[config.mk]
export PLATFORM = sky130hd
export DESIGN_NAME = stat_update_scheduler
export DESIGN_NICKNAME = d
export VERILOG_FILES = /design/src/rtl/stat_update_scheduler.sv
export SDC_FILE = /design/constraint.sdc
export NUM_CORES = 1
export LEC_CHECK = 0
export CAP_MARGIN = 20
export CORE_MARGIN = 2
export CORE_UTILIZATION = 59
export DETAILED_ROUTE_END_ITERATION = 16
export PLACE_DENSITY = 0.83
export SYNTH_ARGS = -nofsm -noshare
export SYNTH_HDL_FRONTEND = slang
export SYNTH_SLANG_ARGS = --single-unit
[constraint.sdc]
create_clock -name clk -period 4.9 [get_ports clk]
set_input_delay 1.225 -clock clk [delete_from_list [all_inputs] [get_ports clk]]
set_output_delay 1.225 -clock clk [all_outputs]
set_load 0.02 [all_outputs]
[src/rtl/stat_update_scheduler.sv]
// Serialises every write to the pet's five stats: four edge-triggered user requests
// (round-robin) and a periodic decay tick (strict priority), one update per FSM pass.
module stat_update_scheduler #(
    parameter int TICK_DIV  = 50000000,
    parameter int COOLDOWN  = 4,
    parameter int STAT_INIT = 5
) (
    input  logic       clk,
    input  logic       rst,
    input  logic       feeding,
    input  logic       light_out,
    input  logic       echo_sig,
    input  logic       healing,
    output logic [2:0] foodValue,
    output logic [2:0] sleepValue,
    output logic [2:0] funValue,
    output logic [2:0] happyValue,
    output logic [2:0] healthValue,
    output logic [3:0] grant,
    output logic       decay_active,
    output logic       busy
);
    localparam int CW = (TICK_DIV > 1) ? $clog2(TICK_DIV) : 1;
    localparam int DW = (COOLDOWN > 1) ? $clog2(COOLDOWN) : 1;
    localparam logic [2:0] INIT = 3'(STAT_INIT);

    typedef enum logic [1:0] {IDLE = 2'd0, APPLY = 2'd1, DECAY = 2'd2, COOL = 2'd3} state_t;

    function automatic logic [2:0] sat_add2(input logic [2:0] v);
        return (v >= 3'd5) ? 3'd7 : v + 3'd2;
    endfunction

    function automatic logic [2:0] sat_dec(input logic [2:0] v);
        return (v == 3'd0) ? 3'd0 : v - 3'd1;
    endfunction

    function automatic logic [2:0] happy_of(input logic [2:0] f, input logic [2:0] s,
                                            input logic [2:0] u, input logic [2:0] h);
        logic [4:0] sum;
        sum = {2'b00, f} + {2'b00, s} + {2'b00, u} + {2'b00, h};
        return 3'(sum >> 2);
    endfunction

    state_t        state_r, state_n;
    logic [DW-1:0] cool_r, cool_n;
    logic [CW-1:0] tick_r;
    logic          decay_pend_r, decay_pend_n, dclr_s;
    logic [3:0]    pending_r, pending_n, clr_s;
    logic [3:0]    prev_r, req_s, edge_s;
    logic [1:0]    ptr_r, ptr_n, pick_s;
    logic          found_s, wrap_s;
    logic [3:0]    grant_r, grant_n;
    logic          decay_active_r, decay_active_n;
    logic          busy_r;
    logic [2:0]    food_r, sleep_r, fun_r, happy_r, health_r;
    logic [2:0]    food_n, sleep_n, fun_n, happy_n, health_n;

    assign req_s  = {healing, echo_sig, light_out, feeding};
    assign edge_s = req_s & ~prev_r;
    assign wrap_s = (tick_r == CW'(TICK_DIV - 1));

    // Free-running decay tick divider, independent of the FSM.
    always_ff @(posedge clk) begin
        if (rst) begin
            tick_r <= {CW{1'b0}};
        end else if (wrap_s) begin
            tick_r <= {CW{1'b0}};
        end else begin
            tick_r <= tick_r + CW'(1);
        end
    end

    // Round-robin search of pending requests starting at the pointer.
    always_comb begin
        found_s = 1'b0;
        pick_s  = 2'd0;
        for (int k = 0; k < 4; k++) begin
            if (!found_s && pending_r[ptr_r + 2'(k)]) begin
                found_s = 1'b1;
                pick_s  = ptr_r + 2'(k);
            end else begin
                found_s = found_s;
            end
        end
    end

    // Next-state, arbitration and saturating stat arithmetic.
    always_comb begin
        state_n        = state_r;
        cool_n         = cool_r;
        clr_s          = 4'b0000;
        dclr_s         = 1'b0;
        ptr_n          = ptr_r;
        grant_n        = 4'b0000;
        decay_active_n = 1'b0;
        food_n         = food_r;
        sleep_n        = sleep_r;
        fun_n          = fun_r;
        health_n       = health_r;
        happy_n        = happy_r;
        case (state_r)
            IDLE: begin
                if (decay_pend_r) begin
                    dclr_s         = 1'b1;
                    decay_active_n = 1'b1;
                    state_n        = DECAY;
                end else if (found_s) begin
                    grant_n = 4'b0001 << pick_s;
                    clr_s   = 4'b0001 << pick_s;
                    ptr_n   = pick_s + 2'd1;
                    state_n = APPLY;
                end else begin
                    state_n = IDLE;
                end
            end
            APPLY: begin
                case (grant_r)
                    4'b0001: food_n   = sat_add2(food_r);
                    4'b0010: sleep_n  = sat_add2(sleep_r);
                    4'b0100: begin
                        fun_n  = sat_add2(fun_r);
                        food_n = sat_dec(food_r);
                    end
                    4'b1000: health_n = sat_add2(health_r);
                    default: food_n   = food_r;
                endcase
                happy_n = happy_of(food_n, sleep_n, fun_n, health_n);
                cool_n  = {DW{1'b0}};
                state_n = COOL;
            end
            DECAY: begin
                food_n  = sat_dec(food_r);
                sleep_n = sat_dec(sleep_r);
                fun_n   = sat_dec(fun_r);
                // Health only suffers when a basic need was already exhausted.
                if (food_r == 3'd0 || sleep_r == 3'd0 || fun_r == 3'd0) begin
                    health_n = sat_dec(health_r);
                end else begin
                    health_n = health_r;
                end
                happy_n = happy_of(food_n, sleep_n, fun_n, health_n);
                cool_n  = {DW{1'b0}};
                state_n = COOL;
            end
            COOL: begin
                if (cool_r == DW'(COOLDOWN - 1)) begin
                    state_n = IDLE;
                end else begin
                    cool_n = cool_r + DW'(1);
                end
            end
            default: state_n = IDLE;
        endcase
        pending_n    = (pending_r & ~clr_s) | edge_s;
        decay_pend_n = (decay_pend_r & ~dclr_s) | wrap_s;
    end

    // State, request latches and registered outputs.
    always_ff @(posedge clk) begin
        if (rst) begin
            state_r        <= IDLE;
            cool_r         <= {DW{1'b0}};
            decay_pend_r   <= 1'b0;
            pending_r      <= 4'b0000;
            prev_r         <= 4'b0000;
            ptr_r          <= 2'd0;
            grant_r        <= 4'b0000;
            decay_active_r <= 1'b0;
            busy_r         <= 1'b0;
            food_r         <= INIT;
            sleep_r        <= INIT;
            fun_r          <= INIT;
            happy_r        <= INIT;
            health_r       <= INIT;
        end else begin
            state_r        <= state_n;
            cool_r         <= cool_n;
            decay_pend_r   <= decay_pend_n;
            pending_r      <= pending_n;
            prev_r         <= req_s;
            ptr_r          <= ptr_n;
            grant_r        <= grant_n;
            decay_active_r <= decay_active_n;
            busy_r         <= (state_n != IDLE);
            food_r         <= food_n;
            sleep_r        <= sleep_n;
            fun_r          <= fun_n;
            happy_r        <= happy_n;
            health_r       <= health_n;
        end
    end

    assign foodValue    = food_r;
    assign sleepValue   = sleep_r;
    assign funValue     = fun_r;
    assign happyValue   = happy_r;
    assign healthValue  = health_r;
    assign grant        = grant_r;
    assign decay_active = decay_active_r;
    assign busy         = busy_r;
endmodule

* After elaboration in Yosys (flattened, before gate mapping)
Cells that the tools add are included.
** Word-level totals
- Output and inout bits :: 21
- Input port bits :: 6
- Flip-flop bits (word level) :: 62
- Word-level logic and storage cells :: 133
** Operators by class
- Bitwise operators :: 9
- Magnitude comparators :: 8
- Multiplexer cells :: 50
- Equality and inequality tests :: 10
- Reductions and logical operators :: 20
- Shift operators :: 1
- Add/sub/neg operators :: 20
** Operators by type and width (count)
- $mux W3 :: 17
- $pmux W3 S2 :: 6
- $add A26 B1 Y26 const B :: 1
- $eq A26 B26 Y1 const B :: 1
- $mux W2 :: 7
- $add A3 B2 Y3 const B :: 4
- $ge A3 B3 Y1 const B :: 4
- $logic_not A3 Y1 :: 4
- $lt A2 B3 Y1 const B :: 4
- $mux W4 :: 3
- $sub A3 B1 Y3 const B :: 4
- $mux W1 :: 11
- $add A4 B3 Y5 :: 2
- $add A5 B3 Y5 :: 2
- $add A3 B3 Y4 :: 2
- $and A4 B4 Y4 :: 2
- $bmux W1 S2 :: 4
- $not A4 Y4 :: 2
- $add A2 B1 Y2 const B :: 3
- $eq A2 B2 Y1 const B :: 3
- $pmux W2 S3 :: 1
- $reduce_bool A2 Y1 :: 3
- $add A2 B2 Y2 const B :: 2
- $eq A4 B1 Y1 const B :: 1
- other kinds (18) :: 25

* Longest topological paths before layout
- Word-level depth :: 19
- Mapped depth :: 14
- Depth with buffers taken out :: 14

* Least setup slack after synthesis
Ideal clock, no wire load.
- Path kind :: flip-flop to flip-flop
- From :: register food_r[1], in the netlist foodValue[1]
- To :: register happy_r[0], in the netlist happyValue[0]
- Setup time :: 0.120 ns
- Cell stages (with the launch flop) :: 13
- Slack :: 1.301 ns
- Arrival :: 3.479 ns
- Period minus slack after synthesis :: 3.599 ns
- Data required time :: 4.780 ns
- Path buffers :: 0
- Cell sequence :: dfxtp_1 inv_1 ha_1 inv_1 o31a_1 a221o_1 fa_1 inv_1 fa_1 fa_1 nor2b_1 a211oi_1 a211o_1
** Between the ends
- Word-level cells in the longest chain between the ends :: 8
- Elaborated cells between the ends (all ways) :: 19
- Those cells by class :: 8 x add/sub; 1 x order compare; 7 x mux; 3 x reduce/logical
** Ends and longest elaborated chain
- from (decl) :: line 55 : logic [2:0] food_r, sleep_r, fun_r, happy_r, health_r;
- from (signal assigned) :: line 185 : food_r <= food_n;
- $sub A3 B1 Y3, or another cell as far along :: line 34 : return (v == 3'd0) ? 3'd0 : v - 3'd1;
- $mux W3, on equally long branches :: line 34, 30
- $pmux W3 S2 :: line 117 : case (grant_r)
- $mux W3 :: line 101 : case (state_r)
- $add A3 B3 Y4 :: line 40 : sum = {2'b00, f} + {2'b00, s} + {2'b00, u} + {2'b00, h};
- $add A4 B3 Y5 :: line 40
- $add A5 B3 Y5 :: line 40
- $pmux W3 S2 (*) :: line 101
- to (signal assigned) :: line 188 : happy_r <= happy_n;
- to (decl) :: line 55
Every way passes the cells marked *; elsewhere a longest branch is shown, timed or not. The select of a mux whose other input is x is not followed.
A chain may end at the register's enable or synchronous reset.

* Final worst setup path
- From :: register grant_r[2], in the netlist grant[2]
- To :: register happy_r[0], in the netlist happyValue[0]
** Between the ends
- Word-level cells in the longest chain between the ends :: 7
- Elaborated cells between the ends (all ways) :: 16
- Those cells by class :: 3 x add/sub; 4 x eq/ne; 9 x mux
** Ends and longest elaborated chain
- from (decl) :: line 52 : logic [3:0] grant_r, grant_n;
- from (signal assigned) :: line 182 : grant_r <= grant_n;
- $eq A4 B3 Y1, or another cell as far along :: line 117
- $pmux W3 S2 or $mux W3 (tied branches) :: line 117
- $mux W3 :: line 101
- $add A3 B3 Y4 :: line 40
- $add A4 B3 Y5 :: line 40
- $add A5 B3 Y5 (*) :: line 40
- $pmux W3 S2 (*) :: line 101
Marks and branches as above.

==> reports/summary.txt <==
Flop pwr share: 0.297
part of the power in combinational logic: 0.474
WS Path Type: reg2reg
CTS sink count: 62
worst endpoint data arrival time: 4040 ps
Post-synth EDFFs: 0
Rel. slew slack: 0.477
WL final: 7870 um
P_int: 1280 uW
Tcrit/Tclk final: 0.773
DR vias: 3036
crit end category: register
cts repair resizes: 0
Initial Utilization: 0.612
status: finished, final reports clean
H-tree levels: 3
mapped cell area: 3620 um2
Core ar.: 5920 um2
global-route congestion overflow total: 0
reg2reg setup slack: 1110 ps
Fmax: 264 MHz
Clock Tree Buf Depth: 2
Routed Antenna Nets: 0
mean post-synth cell area: 8.65 um2
# diodes: 0
M3 GR Usage: 0.0435
slowest stage delay, CP: 560 ps
io pins: 27
Clock Power Share: 0.230
most used flip-flop cell after synthesis: dfxtp_1
CTS Buf Count: 9
drt pass-1 iters: 5
crit-path cells: nor4b_4 > nor2_1 > a221o_1 > fa_1 > inv_1 > fa_1 > fa_1 > nor2b_1 > a211oi_1 > a211o_1
clock latency on the worst-skew pair: 350 ps
Post-synth ARST share: 0
maximum number of pins on one net before global-route repair: 25
Final Cell Area: 4120 um2
Synth cell types: 55
die span in x: 82.4 um
most frequent cell after synthesis: dfxtp_1
Worst path slowest cell: nor4b_4
Hold Crit Class: reg2reg
DP Area: 3910 um2
grt met1 use: 0.318
fin. max-slew vios: 0
first-pass GRT wire length: 12800 um
DR vias/cell: 5.85
initial antenna violation count: 0
Nets: 480
CTS tree: yes
critical-path maximum fanout: 10
Yosys top cell by area: dfxtp_1
hold buffers post-CTS: 0
Period minus WS final: 3790 ps
DRC: 0
Worst Clk Skew: 6.36 ps
post-DP HPWL: 5490 um
Sw Share: 0.408
final worst slack: 1110 ps
Commonest cells post-synth: dfxtp_1, nor2_1, inv_1
Syn-to-layout area delta: 13.8%
gr usage total: 0.249
fraction of layout cells with a size suffix above 1: 0.0608
busiest grt layer: met2
final hold vios: 0
port bufs: 26
Yosys warnings: 0
maximum VDD drop: 0.266 mV
power per cell area: 526 nW/um2
GPL Wtd Cong: 0.912
WP data required: 5150 ps
Setup WS pre-CTS: 1180 ps
GR Util met2: 0.405
top cells by area, synth: dfxtp_1, ha_1, fa_1
sequential share of the synthesized area: 0.343
leakage: 0.00165 uW
postcts setup bufs: 0
Syn Inst Count: 419
number of global-route vias before repair: 2844
root buffer cell: clkbuf_8
std cell rows: 28
Total Neg Setup Slack: 0 ps
Worst Tran Pin Value: 782 ps
DRT iter0 DRCs: 195
RSZ-0062 raised after global routing: no
Seq cells post-synth: 62
final setup fails: 0
CP startpoint kind: register
Psw: 884 uW
Wirelength per Cell: 15.2 um
total of max-cap violations: 0
Die Y: 82.4 um
Syn Nets: 460
Reg clk slew, reported paths: 70 ps
Die ar.: 6780 um2
most frequent cell on the critical path: fa_1
Yosys top cell area share: 0.343
==> metal layers <==
| metal | wire [um] | share of wire |
|---|---|---|
| met1 | 3530 | 0.45 |
| met2 | 3740 | 0.48 |
| met3 | 397 | 0.050 |
| met4 | 204 | 0.026 |
| met5 | 0 | 0 |
==> cell families after synthesis <==
family,after synthesis,synth area share
adder cells (fa/ha/maj),35,0.146
AO/OA/AOI/OAI,72,0.133
XOR/XNOR,26,0.0628
buffers and inverters,50,0.0539
flip-flops,62,0.343
AND/OR/NAND/NOR,169,0.248
multiplexers,5,0.0142
==> cell usage in the layout (no fill, tap or decap), types with 3 or more instances in the layout <==
master | netlist | layout
nor4_1 | 5 | 5
dfxtp_1 | 62 | 62
xnor2_1 | 14 | 14
o22ai_1 | 3 | 3
xor2_1 | 12 | 12
fa_1 | 12 | 12
a31oi_1 | 4 | 4
clkbuf_8 | 0 | 9
o21ai_0 | 11 | 11
and3_1 | 6 | 6
mux2i_1 | 4 | 4
a21oi_1 | 20 | 20
a311oi_1 | 4 | 4
nand3_1 | 10 | 10
clkdlybuf4s50_1 | 0 | 26
inv_1 | 32 | 32
ha_1 | 23 | 23
nor3_1 | 8 | 8
and4_1 | 5 | 5
a211o_1 | 4 | 4
nand2_1 | 30 | 30
nor2_1 | 58 | 58
a211oi_1 | 7 | 7
nand2b_1 | 6 | 6
nand4_1 | 8 | 8
or2_2 | 3 | 3
nor2b_1 | 10 | 10
and2_1 | 7 | 7
==> flip-flops by register name, indices dropped and copies added (netlist names), 2 cells and up <==
register     flops
ptr_r            2
tick_r          26
pending_r        4
state_r          2
sleepValue       3
happyValue       3
foodValue        3
grant            4
cool_r           2
prev_r           4
healthValue      3
funValue         3
==> metrics by stage <==
step	total power, uW	std cells	utilization	hold slack, ps
after floorplan	1380	419	-	413
after global placement	1600	503	0.660	423
after detailed placement	1660	503	0.660	440
after CTS	2170	519	0.697	448
after global routing	2340	519	0.697	469
final	2170	519	0.697	449
==> final timing paths <==
kind / from / endpoint / cells after the start
setup / recovery: grant[2] / happyValue[0] / 10
hold / removal: tick_r[0] / tick_r[0] / 1
setup reg to reg: grant[2] / happyValue[0] / 10
hold reg to reg: tick_r[0] / tick_r[0] / 1
==> critical path: cells and delay by family (launching register included) <==
kind | cells | cell delay, ps
buffers and inverters | 1 | 50
DFF | 1 | 460
AOI/OAI and AO/OA | 3 | 670
adders and majority gates | 3 | 1630
and+or+nand+nor | 3 | 870
==> power groups by stage <==
stage / clock network, uW / registers (uW) / logic [uW]
after floorplan: 0 / 679 / 697
after global placement: 0 / 648 / 951
after detailed placement: 0 / 652 / 1000
after CTS: 502 / 642 / 1020
after global routing: 524 / 653 / 1160
final: 498 / 643 / 1030
==> cell type report <==
class | instances | area, um2
Sequential cell | 62 | 1240
Clock buffer | 10 | 128
Multi-Input combinational cell | 307 | 2190
Inverter | 32 | 120
Clock inverter | 6 | 86.3
Timing Repair Buffer | 27 | 268
Tap cell | 75 | 93.8
Fill cell | 461 | 1800
Note: power is estimated with default switching activity, not from simulation.
